[src/rtl/bram_access_arbiter.sv]
// bram_access_arbiter: shares one simple dual-port BRAM between a display burst reader and a host port
module bram_access_arbiter #(
   parameter int WIDTH  = 8,
   parameter int DEPTH  = 8,
   parameter int STARVE = 16
) (
   input  logic             clk,
   input  logic             rst,
   input  logic             disp_req,
   input  logic [DEPTH-1:0] disp_addr,
   input  logic [DEPTH:0]   disp_len,
   output logic             disp_ack,
   output logic             disp_valid,
   output logic [WIDTH-1:0] disp_data,
   output logic             disp_last,
   output logic             disp_busy,
   input  logic             host_valid,
   input  logic             host_we,
   input  logic [DEPTH-1:0] host_addr,
   input  logic [WIDTH-1:0] host_wdata,
   output logic             host_ready,
   output logic             host_rvalid,
   output logic [WIDTH-1:0] host_rdata,
   output logic             bram_re,
   output logic [DEPTH-1:0] bram_addr_rd,
   input  logic [WIDTH-1:0] bram_data_rd,
   output logic             bram_we,
   output logic [DEPTH-1:0] bram_addr_wr,
   output logic [WIDTH-1:0] bram_data_wr
);
   localparam int SW = $clog2(STARVE + 1);
   typedef enum logic {IDLE, BURST} state_t;
   state_t           state, state_nx;
   logic [DEPTH-1:0] b_addr, b_addr_nx;
   logic [DEPTH:0]   b_cnt, b_cnt_nx;
   logic [SW-1:0]    starve, starve_nx;
   logic             tag_disp, tag_host, tag_last;
   logic             tag_disp_nx, tag_host_nx, tag_last_nx;
   logic             host_rd, steal, wr_ok;

   always_ff @(posedge clk) begin
      if (rst) begin
         state    <= IDLE;
         b_addr   <= '0;
         b_cnt    <= '0;
         starve   <= '0;
         tag_disp <= 1'b0;
         tag_host <= 1'b0;
         tag_last <= 1'b0;
      end else begin
         state    <= state_nx;
         b_addr   <= b_addr_nx;
         b_cnt    <= b_cnt_nx;
         starve   <= starve_nx;
         tag_disp <= tag_disp_nx;
         tag_host <= tag_host_nx;
         tag_last <= tag_last_nx;
      end
   end

   always_comb begin
      host_rd      = host_valid & ~host_we;
      steal        = (state == BURST) & host_rd & (starve == SW'(STARVE));
      state_nx     = state;
      b_addr_nx    = b_addr;
      b_cnt_nx     = b_cnt;
      starve_nx    = '0;
      tag_disp_nx  = 1'b0;
      tag_host_nx  = 1'b0;
      tag_last_nx  = 1'b0;
      disp_ack     = 1'b0;
      host_ready   = 1'b0;
      bram_re      = 1'b0;
      bram_addr_rd = '0;
      if (state == IDLE) begin
         disp_ack = disp_req;
         if (disp_req && disp_len != '0) begin
            state_nx  = BURST;
            b_addr_nx = disp_addr;
            b_cnt_nx  = disp_len;
         end
         if (host_rd && !disp_req) begin
            host_ready   = 1'b1;
            bram_re      = 1'b1;
            bram_addr_rd = host_addr;
            tag_host_nx  = 1'b1;
         end
      end else if (steal) begin
         // starved host read takes this slot; burst position is frozen
         host_ready   = 1'b1;
         bram_re      = 1'b1;
         bram_addr_rd = host_addr;
         tag_host_nx  = 1'b1;
      end else begin
         bram_re      = 1'b1;
         bram_addr_rd = b_addr;
         tag_disp_nx  = 1'b1;
         tag_last_nx  = b_cnt == (DEPTH+1)'(1);
         b_addr_nx    = b_addr + 1'b1;
         b_cnt_nx     = b_cnt - 1'b1;
         state_nx     = tag_last_nx ? IDLE : BURST;
         starve_nx    = host_rd ? starve + 1'b1 : '0;
      end
      // a write to the address being read this cycle waits one cycle
      wr_ok        = host_valid & host_we & ~(bram_re & (bram_addr_rd == host_addr));
      host_ready   = host_ready | wr_ok;
      bram_we      = wr_ok;
      bram_addr_wr = wr_ok ? host_addr : '0;
      bram_data_wr = wr_ok ? host_wdata : '0;
      disp_valid   = tag_disp;
      disp_last    = tag_disp & tag_last;
      disp_data    = tag_disp ? bram_data_rd : '0;
      host_rvalid  = tag_host;
      host_rdata   = tag_host ? bram_data_rd : '0;
      disp_busy    = (state == BURST) | tag_disp;
      if (rst) begin
         disp_ack     = 1'b0;
         host_ready   = 1'b0;
         bram_re      = 1'b0;
         bram_addr_rd = '0;
         bram_we      = 1'b0;
         bram_addr_wr = '0;
         bram_data_wr = '0;
         disp_valid   = 1'b0;
         disp_last    = 1'b0;
         disp_data    = '0;
         host_rvalid  = 1'b0;
         host_rdata   = '0;
         disp_busy    = 1'b0;
      end
   end
endmodule

[config.mk]
export PLATFORM = sky130hd
export DESIGN_NAME = bram_access_arbiter
export DESIGN_NICKNAME = d
export VERILOG_FILES = /design/src/rtl/bram_access_arbiter.sv
export SDC_FILE = /design/constraint.sdc
export NUM_CORES = 1
export LEC_CHECK = 0
export BUFFER_PORTS_ARGS = -buffer_cell sky130_fd_sc_hd__buf_2
export CAP_MARGIN = 20
export CORE_UTILIZATION = 47
export DETAILED_ROUTE_END_ITERATION = 6
export HOLD_SLACK_MARGIN = 0.05
export PLACE_DENSITY = 0.8
export SLEW_MARGIN = 20
export SYNTH_ARGS = -nofsm -noshare
export SYNTH_HDL_FRONTEND = slang
export SYNTH_SLANG_ARGS = --single-unit
[constraint.sdc]
create_clock -name clk -period 2.25 [get_ports clk]
set_input_delay 0.3375 -clock clk [delete_from_list [all_inputs] [get_ports clk]]
set_output_delay 0.3375 -clock clk [all_outputs]
set_load 0.01 [all_outputs]
## Word level (Yosys, flattened, before mapping)

Cells that the tools add are included.

- Bits in registers: 26
- Bits of input ports: 46
- Output and inout port bits: 48
- Word-level logic and storage cells: 72

- $add $sub $neg: 3
- Eq/ne operators: 4
- Multiplexer cells: 36
- Bitwise gates (word level): 13
- Reductions and logical operators: 9

Operators with widths:

| operator | number |
|---|---|
| 8-bit two-way mux | 15 |
| 9-bit two-way mux | 3 |
| 1-bit two-way mux | 18 |
| 9-bit by 1-bit equality test with 1-bit output (second input constant) | 1 |
| 9-bit nonzero test | 1 |
| 9-bit by 1-bit subtractor with 9-bit output (second input constant) | 1 |
| 8-bit by 1-bit adder with 8-bit output (second input constant) | 1 |
| 8-bit equality test | 1 |
| 1-bit bitwise AND | 7 |
| 5-bit by 1-bit adder with 5-bit output (second input constant) | 1 |
| 5-bit equality test (second input constant) | 1 |
| 1-bit NOT | 4 |
| 4-bit OR reduction | 1 |
| 3-bit OR reduction | 1 |
| 1-bit logical AND | 2 |
| 2-bit != test (second input constant) | 1 |
| 1-bit OR | 2 |
| 2-bit AND reduction | 1 |
| 2-bit nonzero test | 1 |
| 2-bit OR reduction | 1 |
| 1-bit zero test | 1 |

## Logic depth before layout (Yosys ltp)

Gate-level depths: netlist of the first run.

- Depth after elaboration: 12
- Mapped depth: 7
- Mapped depth without buffers: 6

## Worst setup path before layout of the first run

OpenSTA, ideal clock, no wires.

- Path type: register to output
- Start: reg starve[0]
- End: out bram_addr_wr[0]
- Data arrival time: 1702 ps
- Required time: 1913 ps
- Setup slack: 211 ps
- Stages on the path, launching flop included: 8
- Path buffers: 1
- Path through: dfxtp_1 > inv_1 > ha_1 > and4bb_2 > a21oi_1 > o21ai_1 > clkbuf_1 > a21oi_1

- Word-level cells in the longest chain between the ends: 10

Ends and longest elaborated chain:

| item | RTL line | text |
|---|---|---|
| start, declared | 36 | `logic [SW-1:0] starve, starve_nx;` |
| start signal, assigned | 54 | `starve <= starve_nx;` |
| 5-bit equality test | 63 | `steal = (state == BURST) & host_rd & (starve == SW'(STARVE));` |
| 1-bit bitwise AND | 63 |  |
| 8-bit two-way mux | 88 | `end else if (steal) begin` |
| 8-bit two-way mux | 75 | `if (state == IDLE) begin` |
| 8-bit equality test | 105 | `wr_ok = host_valid & host_we & ~(bram_re & (bram_addr_rd == host_addr));` |
| 1-bit bitwise AND | 105 |  |
| 1-bit NOT | 105 |  |
| 1-bit bitwise AND | 105 |  |
| 8-bit two-way mux | 108 | `bram_addr_wr = wr_ok ? host_addr : '0;` |
| 8-bit two-way mux | 116 | `if (rst) begin` |
| end, declared | 28 | `output logic [DEPTH-1:0] bram_addr_wr,` |

No other way between the ends.

## Final worst setup path of the first run

- Start: reg starve[0]
- End: out bram_addr_rd[5]

- Word-level cells in the longest chain between the ends: 5

Ends and longest elaborated chain:

| item | RTL line | text |
|---|---|---|
| 5-bit equality test | 63 |  |
| 1-bit bitwise AND | 63 |  |
| 8-bit two-way mux | 88 |  |
| 8-bit two-way mux | 75 |  |
| 8-bit two-way mux | 116 |  |
| end, declared | 25 | `output logic [DEPTH-1:0] bram_addr_rd,` |

No other way between the ends.

==> summary.md, run 1 <==
| Metric | Value |
|---|---|
| Reg clk slew, reported paths | `0.10 ns` |
| PortBufs | `93` |
| EDFF count, synth | `0` |
| Mapped Cells | `286` |
| Vias per cell | `5.89` |
| Vias | `2575` |
| Slew Viols, Final | `0` |
| Design area | `2810 um2` |
| GR Overflow Total | `0` |
| DR pass1 iterations | `5` |
| Ant. Diodes | `0` |
| Initial Util | `0.502` |
| Most frequent cell on the critical path | `buf_2` |
| Setup TNS | `-0.153 ns` |
| Largest net degree at the start of global routing | `33` |
| Area growth from synthesis to layout | `36.8%` |
| Met1 WL | `2.78 mm` |
| Cts bufs inserted | `3` |
| GP Congestion | `0.943` |
| Total power | `1.46 mW` |
| Synthesized cell area | `2050 um2` |
| # setup viols final | `5` |
| Final worst slack | `-0.0429 ns` |
| Crit-path cells | `inv_2 > ha_4 > and4bb_2 > a21oi_4 > buf_2 > nand2_1 > a21oi_1 > buf_2` |
| Initial antenna violation count | `0` |
| Core Region | `4090 um2` |
| Worst path required time | `1.91 ns` |
| Vias in the first global route | `2187` |
| Worst-Skew Late Latency | `0.28 ns` |
| Placed inst area | `2630 um2` |
| Routed len/inst | `15.2 um` |
| Tcrit/Tclk final | `1.02` |
| Crit. End Element | `output port` |
| Violated checks | `setup timing` |
| Min-delay worst type | `in2reg` |
| Pre-CTS WS | `-0.0242 ns` |
| Arr. time, crit path | `1.96 ns` |
| Final Instance Count excl. Fillers | `437` |
| Yosys cell types | `58` |
| CTS Buffer Depth | `2` |
| Fin crit period | `2.29 ns` |
| # clock sinks | `26` |
| Area of the multi-input gates | `1460 um2` |
| Max rail drop VDD | `0.000433 V` |
| Power Density | `519 nW/um2` |
| Slew headroom | `0.568` |
| Max frequency | `436 MHz` |
| H-Tree Depth | `1` |
| Final hold vios | `0` |
| Met2 wire length | `3.14 mm` |
| Hold Slack | `0.312 ns` |
| First-pass GRT wire length | `9.81 mm` |
| Fillers | `349` |
| Mapped Nets | `337` |
| Die area | `4640 um2` |
| Final core utilization | `0.687` |
| Slowest cell delay on critical path | `0.37 ns` |
| Mean Syn Cell Area | `7.18 um2` |
| Final WL | `6.63 mm` |
| Total GRT Usage | `0.276` |
| Num rows | `23` |
| Die H | `68.1 um` |
| FF+latch count, synth | `26` |
| Root Driver | `clkbuf_8` |
| Lkg Pwr | `1.26 nW` |
| Status | `finished with violations` |
| DRT iter0 DRCs | `212` |
| CP max stage cell | `dfxtp_2` |
| Register area | `523 um2` |
| Worst slew pin tran | `0.648 ns` |
| Ys async rst share | `0` |
| Ratio of cells with drive above 1 in the final layout | `0.364` |
| Placed wire-length estimate | `4.68 mm` |
| Total number of yosys warnings | `0` |
| Crit Path Category | `reg2out` |
| Post-synth top flop | `dfxtp_1` |
| Drt drc | `0` |
| RSZ-0062 raised after global routing | `true` |
| Metal3 WL | `630 um` |
| Final nets | `439` |
| Top routing layer used | `met4` |
| Post-route ant nets | `0` |
| Crit-path max FO | `5` |
| Dpl cells | `426` |
| Startpoint Class | `register` |
| Ports | `94` |
| Setup Skew | `0.00646 ns` |
| Sequential area share after synthesis | `0.254` |
| Die X | `68.1 um` |
| CTS tree | `done` |
| Number of max-cap violations | `0` |
worst paths after layout:
check,slack [ns],startpoint,end,cells past startpoint
min reg2reg,0.45,starve[0]$_SDFF_PP0_,starve[0]$_SDFF_PP0_,1
min,0.31,disp_addr[4],b_addr[4]$_SDFFE_PP0P_,2
max,-0.04,starve[0]$_SDFF_PP0_,bram_addr_rd[5],8
max reg2reg,0.32,starve[0]$_SDFF_PP0_,b_addr[0]$_SDFFE_PP0P_,7
flip-flops by register name, summed over array words and instances (netlist names):
signal	count
b_addr	8
b_cnt	9
starve	5
state	1
tag_disp	1
tag_host	1
tag_last	1
report_power, final:
| group | internal [mW] | total (mW) | leakage, nW | switching (mW) |
|---|---|---|---|---|
| clock network | 0.239 | 0.401 | 0.0357 | 0.162 |
| logic | 0.223 | 0.521 | 1.01 | 0.298 |
| registers | 0.499 | 0.536 | 0.214 | 0.0370 |
layer usage:
metal	vias to the layer above	GRT usage
li1	1241	-
met1	1170	0.381
met2	154	0.438
met3	10	0.0533
met4	0	0.0703
met5	-	0
worst max-delay path, delay by kind of cell, from the launching register on:
kind                       cells  cell delay [ns]
and+or+nand+nor                2             0.33
buffers and inverters          3             0.42
adders and majority gates      1             0.15
DFF                            1             0.37
AOI/OAI and AO/OA              2             0.40
layout make-up:
cell class              count  area share
clock inverters             1      0.0107
flip-flops and latches     26       0.186
inverters                   9      0.0134
repair buffers            118       0.232
multi-input cells         230       0.521
clock buffers               3      0.0147
well taps                  50      0.0223
timing repair:
item	in CTS	in global routing
setup endpoints to repair	25	26
setup buffers	0	4
hold buffers	0	0
pin swaps	1	3
gates resized for setup	6	10
cloned	1	2
synthesized netlist by cell type, types with 2 or more instances:
cell       count  area (um2)
nor2_1        16        60.1
a21boi_0       2        15.0
nor4_1         4        25.0
nand3b_1       2        15.0
mux2i_1        2        20.0
and3_1         2        12.5
o32ai_1        4        35.0
nand2_1       37         139
a32o_1         3        30.0
o21ai_1        2        10.0
and4_1         3        26.3
clkbuf_1      18        67.6
or3_1          3        18.8
o22ai_1        5        31.3
nand3_1       14        70.1
a21oi_1       37         185
o2bb2ai_1      3        26.3
nand2b_1       3        18.8
ha_1           5        62.6
nand4_1        2        12.5
inv_1          8        30.0
and2_1        17         106
o311ai_0       2        17.5
xor2_1         2        17.5
nor3_1         8        40.0
a22oi_1        2        15.0
xnor2_1        9        78.8
o21ai_0        7        35.0
dfxtp_1       26         521
o211ai_1       2        15.0
buf_2          2        10.0
nor2b_1        8        50.1
cell usage in the layout, fill, tap and decap left out, types with 4 or more instances in the layout:
master   netlist  routed
nor2_1        16      16
a21oi_1       37      33
buf_4          1      22
o32ai_1        4       4
nand2_1       37      37
nand3_1       14      14
o21ai_0        7       6
o22ai_1        5       5
nor2b_1        8       8
nor4_1         4       4
xnor2_1        9       9
inv_1          8       6
ha_1           5       4
buf_2          2      95
nor3_1         8       7
and2_1        17      17
dfxtp_1       26      24
logic make-up after synthesis:
| family | after synthesis | synth area share |
|---|---|---|
| XOR/XNOR | 11 | 0.0469 |
| adder cells (fa/ha/maj) | 5 | 0.0305 |
| AO/OA/AOI/OAI | 85 | 0.274 |
| multiplexers | 2 | 0.00975 |
| buffers and inverters | 31 | 0.0634 |
| flip-flops | 26 | 0.254 |
| AND/OR/NAND/NOR | 126 | 0.322 |
Note: power is estimated with default switching activity, not from simulation.
==> inputs of run 2 (changes only) <==
--- a/config.mk
+++ b/config.mk
@@ -7,10 +7,10 @@
 export LEC_CHECK = 0
 export BUFFER_PORTS_ARGS = -buffer_cell sky130_fd_sc_hd__buf_2
 export CAP_MARGIN = 20
-export CORE_UTILIZATION = 47
+export CORE_UTILIZATION = 51
 export DETAILED_ROUTE_END_ITERATION = 6
 export HOLD_SLACK_MARGIN = 0.05
-export PLACE_DENSITY = 0.8
+export PLACE_DENSITY = 0.86
 export SLEW_MARGIN = 20
 export SYNTH_ARGS = -nofsm -noshare
 export SYNTH_HDL_FRONTEND = slang
==> constraint.sdc (replaced) <==
create_clock -name clk -period 2.9 [get_ports clk]
set_input_delay 0.435 -clock clk [delete_from_list [all_inputs] [get_ports clk]]
set_output_delay 0.435 -clock clk [all_outputs]
set_load 0.01 [all_outputs]
==> run 2 against run 1 <==
  * The flow now finishes without violations
  * Core utilization is 0.27 points higher
  * Critical endpoint is now host_ready
  * Highest routed layer unchanged
  * Critical path type unchanged
  * Clock skew hardly changed
  * Routed wire length is 6.8% lower
  * Worst hold slack better by 0.11 ns
==> summary.md, run 2 (same netlist as run 1, synthesis figures left out) <==
| Metric | Value |
|---|---|
| Status | `completed` |
| Ant. Diodes | `0` |
| GP Congestion | `0.860` |
| First-pass GRT wire length | `9.79 mm` |
| Initial antenna violation count | `0` |
| Flop2flop setup slack | `0.70 ns` |
| Fin crit period | `2.65 ns` |
| Worst slew pin tran | `0.978 ns` |
| Final Instance Count excl. Fillers | `415` |
| Final hold vios | `0` |
| Core Region | `3770 um2` |
| Slew headroom | `0.342` |
| Die area | `4280 um2` |
| Vias | `2492` |
| Most common cell after layout, fill and taps aside | `buf_2` |
| Ratio of cells with drive above 1 in the final layout | `0.300` |
| # setup viols final | `0` |
| Top Registers | `b_cnt: 9 flops, b_addr: 8 flops, starve: 5 flops` |
| H-Tree Depth | `1` |
| # clock sinks | `26` |
| Vias in the first global route | `2129` |
| Setup TNS | `0 ns` |
| Largest register FFs | `9` |
| Crit-path max FO | `21` |
| Post-route ant nets | `0` |
| Cts bufs inserted | `3` |
| Num rows | `22` |
| Total power | `1.08 mW` |
| Largest net degree at the start of global routing | `33` |
| Placed wire-length estimate | `4.52 mm` |
| Routed len/inst | `14.9 um` |
| Placed inst area | `2530 um2` |
| Arr. time, crit path | `2.21 ns` |
| RSZ-0062 raised after global routing | `false` |
| Biggest register | `b_cnt` |
| Final WL | `6.18 mm` |
| Power Density | `416 nW/um2` |
| Reg clk slew, reported paths | `0.09 ns` |
| CTS tree | `done` |
| Post-CTS setup buffer count | `0` |
| Number of max-cap violations | `0` |
| Design area | `2600 um2` |
| Area growth from synthesis to layout | `26.8%` |
| Most frequent cells in the layout | `buf_2 (93), a21oi_1 (37), nand2_1 (37)` |
| Max rail drop VDD | `0.000372 V` |
| Critical path launch point | `starve[0]$_SDFF_PP0_` |
| Die X | `65.5 um` |
| Crit Path Category | `reg2out` |
| Hold_buf cts | `0` |
| HP Start | `disp_addr[5]` |
| Lkg Pwr | `1.16 nW` |
| Startpoint Class | `register` |
| PortBufs | `93` |
| GR Overflow Total | `0` |
| Vias per cell | `6.00` |
| Fillers | `346` |
| Root Driver | `clkbuf_8` |
| Initial Util | `0.544` |
| Slew Viols, Final | `0` |
| Drt drc | `0` |
| Tcrit/Tclk final | `0.912` |
| DRT iter0 DRCs | `197` |
| Dpl cells | `411` |
| CTS Buffer Depth | `2` |
| R2r startpoint | `starve[0]$_SDFF_PP0_` |
| Worst-Skew Late Latency | `0.28 ns` |
| Max frequency | `378 MHz` |
| Total GRT Usage | `0.286` |
| Min-delay worst type | `in2reg` |
| Worst path required time | `2.47 ns` |
| Ports | `94` |
| DR pass1 iterations | `4` |
| Setup Skew | `0.00637 ns` |
| Final core utilization | `0.690` |
| Die H | `65.5 um` |
| Final nets | `419` |
| Crit. End Element | `output port` |
[run 2: repair_timing]
action	CTS	global route
gates resized for setup	0	1
endpoints found under the hold margin	0	0
endpoints found under the setup margin	0	1
[run 2: area by class of cell]
class / instances / area [um2] / area share
multi-input cells: 229 / 1410 / 0.540
well taps: 48 / 60.1 / 0.0231
clock inverters: 1 / 30.0 / 0.0115
repair buffers: 99 / 510 / 0.196
clock buffers: 3 / 41.3 / 0.0159
inverters: 9 / 33.8 / 0.0130
flip-flops and latches: 26 / 520 / 0.200
[run 2: worst max-delay path: stages, from the launching register on]
cell and delay [ns]:
dfxtp_1 0.39, inv_1 0.06, ha_1 0.20, and4bb_2 0.25
a21oi_1 0.28, buf_4 0.32, o211ai_1 0.16, nand3b_1 0.12
buf_2 0.14
[run 2: through the flow]
stage	hold WS, ns	worst slack, ns
floorplan	0.430	0.763
global placement	0.443	0.449
detailed placement	0.458	0.445
CTS	0.417	0.242
global route	0.410	0.104
finish	0.423	0.255
[run 2: layer usage]
metal	GRT usage	wire length, um	vias up
met5	0	0	-
met4	0.0707	62	0
met3	0.0434	508	10
met2	0.483	3000	138
met1	0.379	2620	1148
li1	-	-	1196
[run 2: final timing paths]
check,endpoint,cells past startpoint
setup reg to reg,b_addr[6]$_SDFFE_PP0P_,7
hold / removal,b_addr[5]$_SDFFE_PP0P_,3
hold reg to reg,starve[0]$_SDFF_PP0_,1
setup / recovery,host_ready,8
[run 2: power by group]
| part | switching (mW) | total [mW] | internal (mW) |
|---|---|---|---|
| Sequential | 0.0368 | 0.423 | 0.387 |
| Combinational | 0.207 | 0.350 | 0.143 |
| Clock | 0.124 | 0.309 | 0.185 |
| Total | 0.367 | 1.08 | 0.715 |
==> inputs of run 3 (changes only) <==
--- a/config.mk
+++ b/config.mk
@@ -7,10 +7,10 @@
 export LEC_CHECK = 0
 export BUFFER_PORTS_ARGS = -buffer_cell sky130_fd_sc_hd__buf_2
 export CAP_MARGIN = 20
-export CORE_UTILIZATION = 51
+export CORE_UTILIZATION = 47
 export DETAILED_ROUTE_END_ITERATION = 6
 export HOLD_SLACK_MARGIN = 0.05
-export PLACE_DENSITY = 0.86
+export PLACE_DENSITY = 0.8
 export SLEW_MARGIN = 20
 export SYNTH_ARGS = -nofsm -noshare
 export SYNTH_HDL_FRONTEND = slang
==> constraint.sdc (replaced) <==
create_clock -name clk -period 2.66 [get_ports clk]
set_input_delay 0.399 -clock clk [delete_from_list [all_inputs] [get_ports clk]]
set_output_delay 0.399 -clock clk [all_outputs]
set_load 0.01 [all_outputs]
==> run 3 against run 2 <==
  * Worst setup slack lost 0.021 ns
  * Core utilization fell by 4.9 points
  * Sequential share of layout area down 0.12 points
  * Combinational power grew 11%
  * Sequential power up 9.0%
  * First-iteration DRC count is 25% lower
  * Critical path type unchanged
  * Largest power group unchanged
==> summary.md, run 3 (same netlist as run 1, synthesis figures left out) <==
| Metric | Value |
|---|---|
| Post-route ant nets | `0` |
| GR Overflow Total | `0` |
| DR pass1 iterations | `5` |
| Die X | `68.1 um` |
| Lkg Pwr | `1.17 nW` |
| Num rows | `23` |
| Most common cell after layout, fill and taps aside | `buf_2` |
| Slew Viols, Final | `0` |
| Setup Skew | `0.00343 ns` |
| Ports | `94` |
| Worst slew pin tran | `0.617 ns` |
| Final nets | `422` |
| Placed inst area | `2550 um2` |
| Ant. Diodes | `0` |
| Setup TNS | `0 ns` |
| Largest register FFs | `9` |
| Routed len/inst | `14.2 um` |
| Crit-path cells | `inv_1 > ha_1 > and4bb_2 > a21oi_2 > buf_6 > o211ai_1 > nand3b_1 > buf_2` |
| Die area | `4640 um2` |
| Core Region | `4090 um2` |
| Placed wire-length estimate | `4.40 mm` |
| DRT iter0 DRCs | `147` |
| Crit Path Category | `reg2out` |
| Worst path required time | `2.26 ns` |
| Biggest register | `b_cnt` |
| First-pass GRT wire length | `9.06 mm` |
| CTS Buffer Depth | `2` |
| Fin crit period | `2.43 ns` |
| CTS tree | `done` |
| Vias per cell | `5.85` |
| Slew headroom | `0.589` |
| Top Registers | `b_cnt: 9 flops, b_addr: 8 flops, starve: 5 flops` |
| Startpoint Class | `register` |
| Max frequency | `412 MHz` |
| Die H | `68.1 um` |
| Arr. time, crit path | `2.03 ns` |
| Final WL | `5.95 mm` |
| Vias in the first global route | `1985` |
| Vias | `2459` |
| Root Driver | `clkbuf_8` |
| Worst-Skew Late Latency | `0.27 ns` |
| GP Congestion | `0.933` |
| Reg clk slew, reported paths | `0.09 ns` |
| RSZ-0062 raised after global routing | `false` |
| Most frequent cells in the layout | `buf_2 (93), nand2_1 (37), a21oi_1 (36)` |
| # setup viols final | `0` |
| Max rail drop VDD | `0.000354 V` |
| Final hold vios | `0` |
| Tcrit/Tclk final | `0.912` |
| Cts bufs inserted | `3` |
| Total power | `1.10 mW` |
| H-Tree Depth | `1` |
| Power Density | `421 nW/um2` |
| Initial Util | `0.502` |
| Number of max-cap violations | `0` |
| Crit. End Element | `output port` |
| PortBufs | `93` |
| Slowest cell delay on critical path | `0.39 ns` |
| Initial antenna violation count | `0` |
| Fillers | `381` |
| Min-delay worst type | `in2reg` |
| Status | `completed` |
| Largest net degree at the start of global routing | `33` |
| Total GRT Usage | `0.256` |
| # clock sinks | `26` |
| Crit-path max FO | `21` |
| CP max stage cell | `dfxtp_1` |
| Area growth from synthesis to layout | `27.5%` |
| Ratio of cells with drive above 1 in the final layout | `0.308` |
| Design area | `2620 um2` |
| Drt drc | `0` |
## run 3: changes by cell type in the layout (fill, tap and decap cells not counted), sizes merged
cell / change
buf: +3
bufinv: -1
clkbuf: +1
## run 3: critical path, delay by kind of cell, from the launching register on
kind,cells,cell delay (ns)
buffers and inverters,3,0.43
adders and majority gates,1,0.20
and+or+nand+nor,2,0.39
AOI/OAI and AO/OA,2,0.35
DFF,1,0.39
## run 3: path summary, 6_finish.rpt
path | startpoint | endpoint | slack, ns | depth (start not counted)
max | starve[0]$_SDFF_PP0_ | host_ready | 0.23 | 8
min | disp_addr[4] | b_addr[4]$_SDFFE_PP0P_ | 0.39 | 2
max reg2reg | state$_SDFF_PP0_ | b_addr[0]$_SDFFE_PP0P_ | 0.56 | 5
min reg2reg | starve[0]$_SDFF_PP0_ | starve[0]$_SDFF_PP0_ | 0.47 | 1
## run 3: per-layer routing
layer | track usage | routed length, um
met4 | 0.0443 | 23
met5 | 0 | 0
met1 | 0.358 | 2550
met3 | 0.0350 | 517
met2 | 0.417 | 2860
## run 3: through the flow
stage / cells / hold slack (ns) / setup WS, ns / util
floorplan: 286 / 0.430 / 0.559 / -
detailed placement: 416 / 0.453 / 0.257 / 0.625
finish: 420 / 0.385 / 0.234 / 0.641
global placement: 416 / 0.447 / 0.282 / 0.625
CTS: 420 / 0.384 / 0.0384 / 0.638
global route: 420 / 0.382 / 0.0925 / 0.641
## run 3: power by group
group | total (mW) | switching (mW) | internal [mW]
Combinational | 0.388 | 0.223 | 0.165
Clock | 0.253 | 0.121 | 0.132
Sequential | 0.461 | 0.0393 | 0.422
## run 3: area by class of cell
| class | instances | area, um2 | share of cell area |
|---|---|---|---|
| Clock buffer | 4 | 55.1 | 0.0210 |
| Inverter | 9 | 33.8 | 0.0129 |
| Multi-Input combinational cell | 229 | 1410 | 0.538 |
| Sequential cell | 26 | 520 | 0.199 |
| Tap cell | 50 | 62.6 | 0.0239 |
| Timing Repair Buffer | 102 | 537 | 0.205 |
## run 3: repair_timing
action	in CTS	in global routing
setup buffers	0	0
endpoints found under the setup margin	0	18
hold buffers	0	0
gates resized for setup	0	3
hold endpoints to repair	0	0
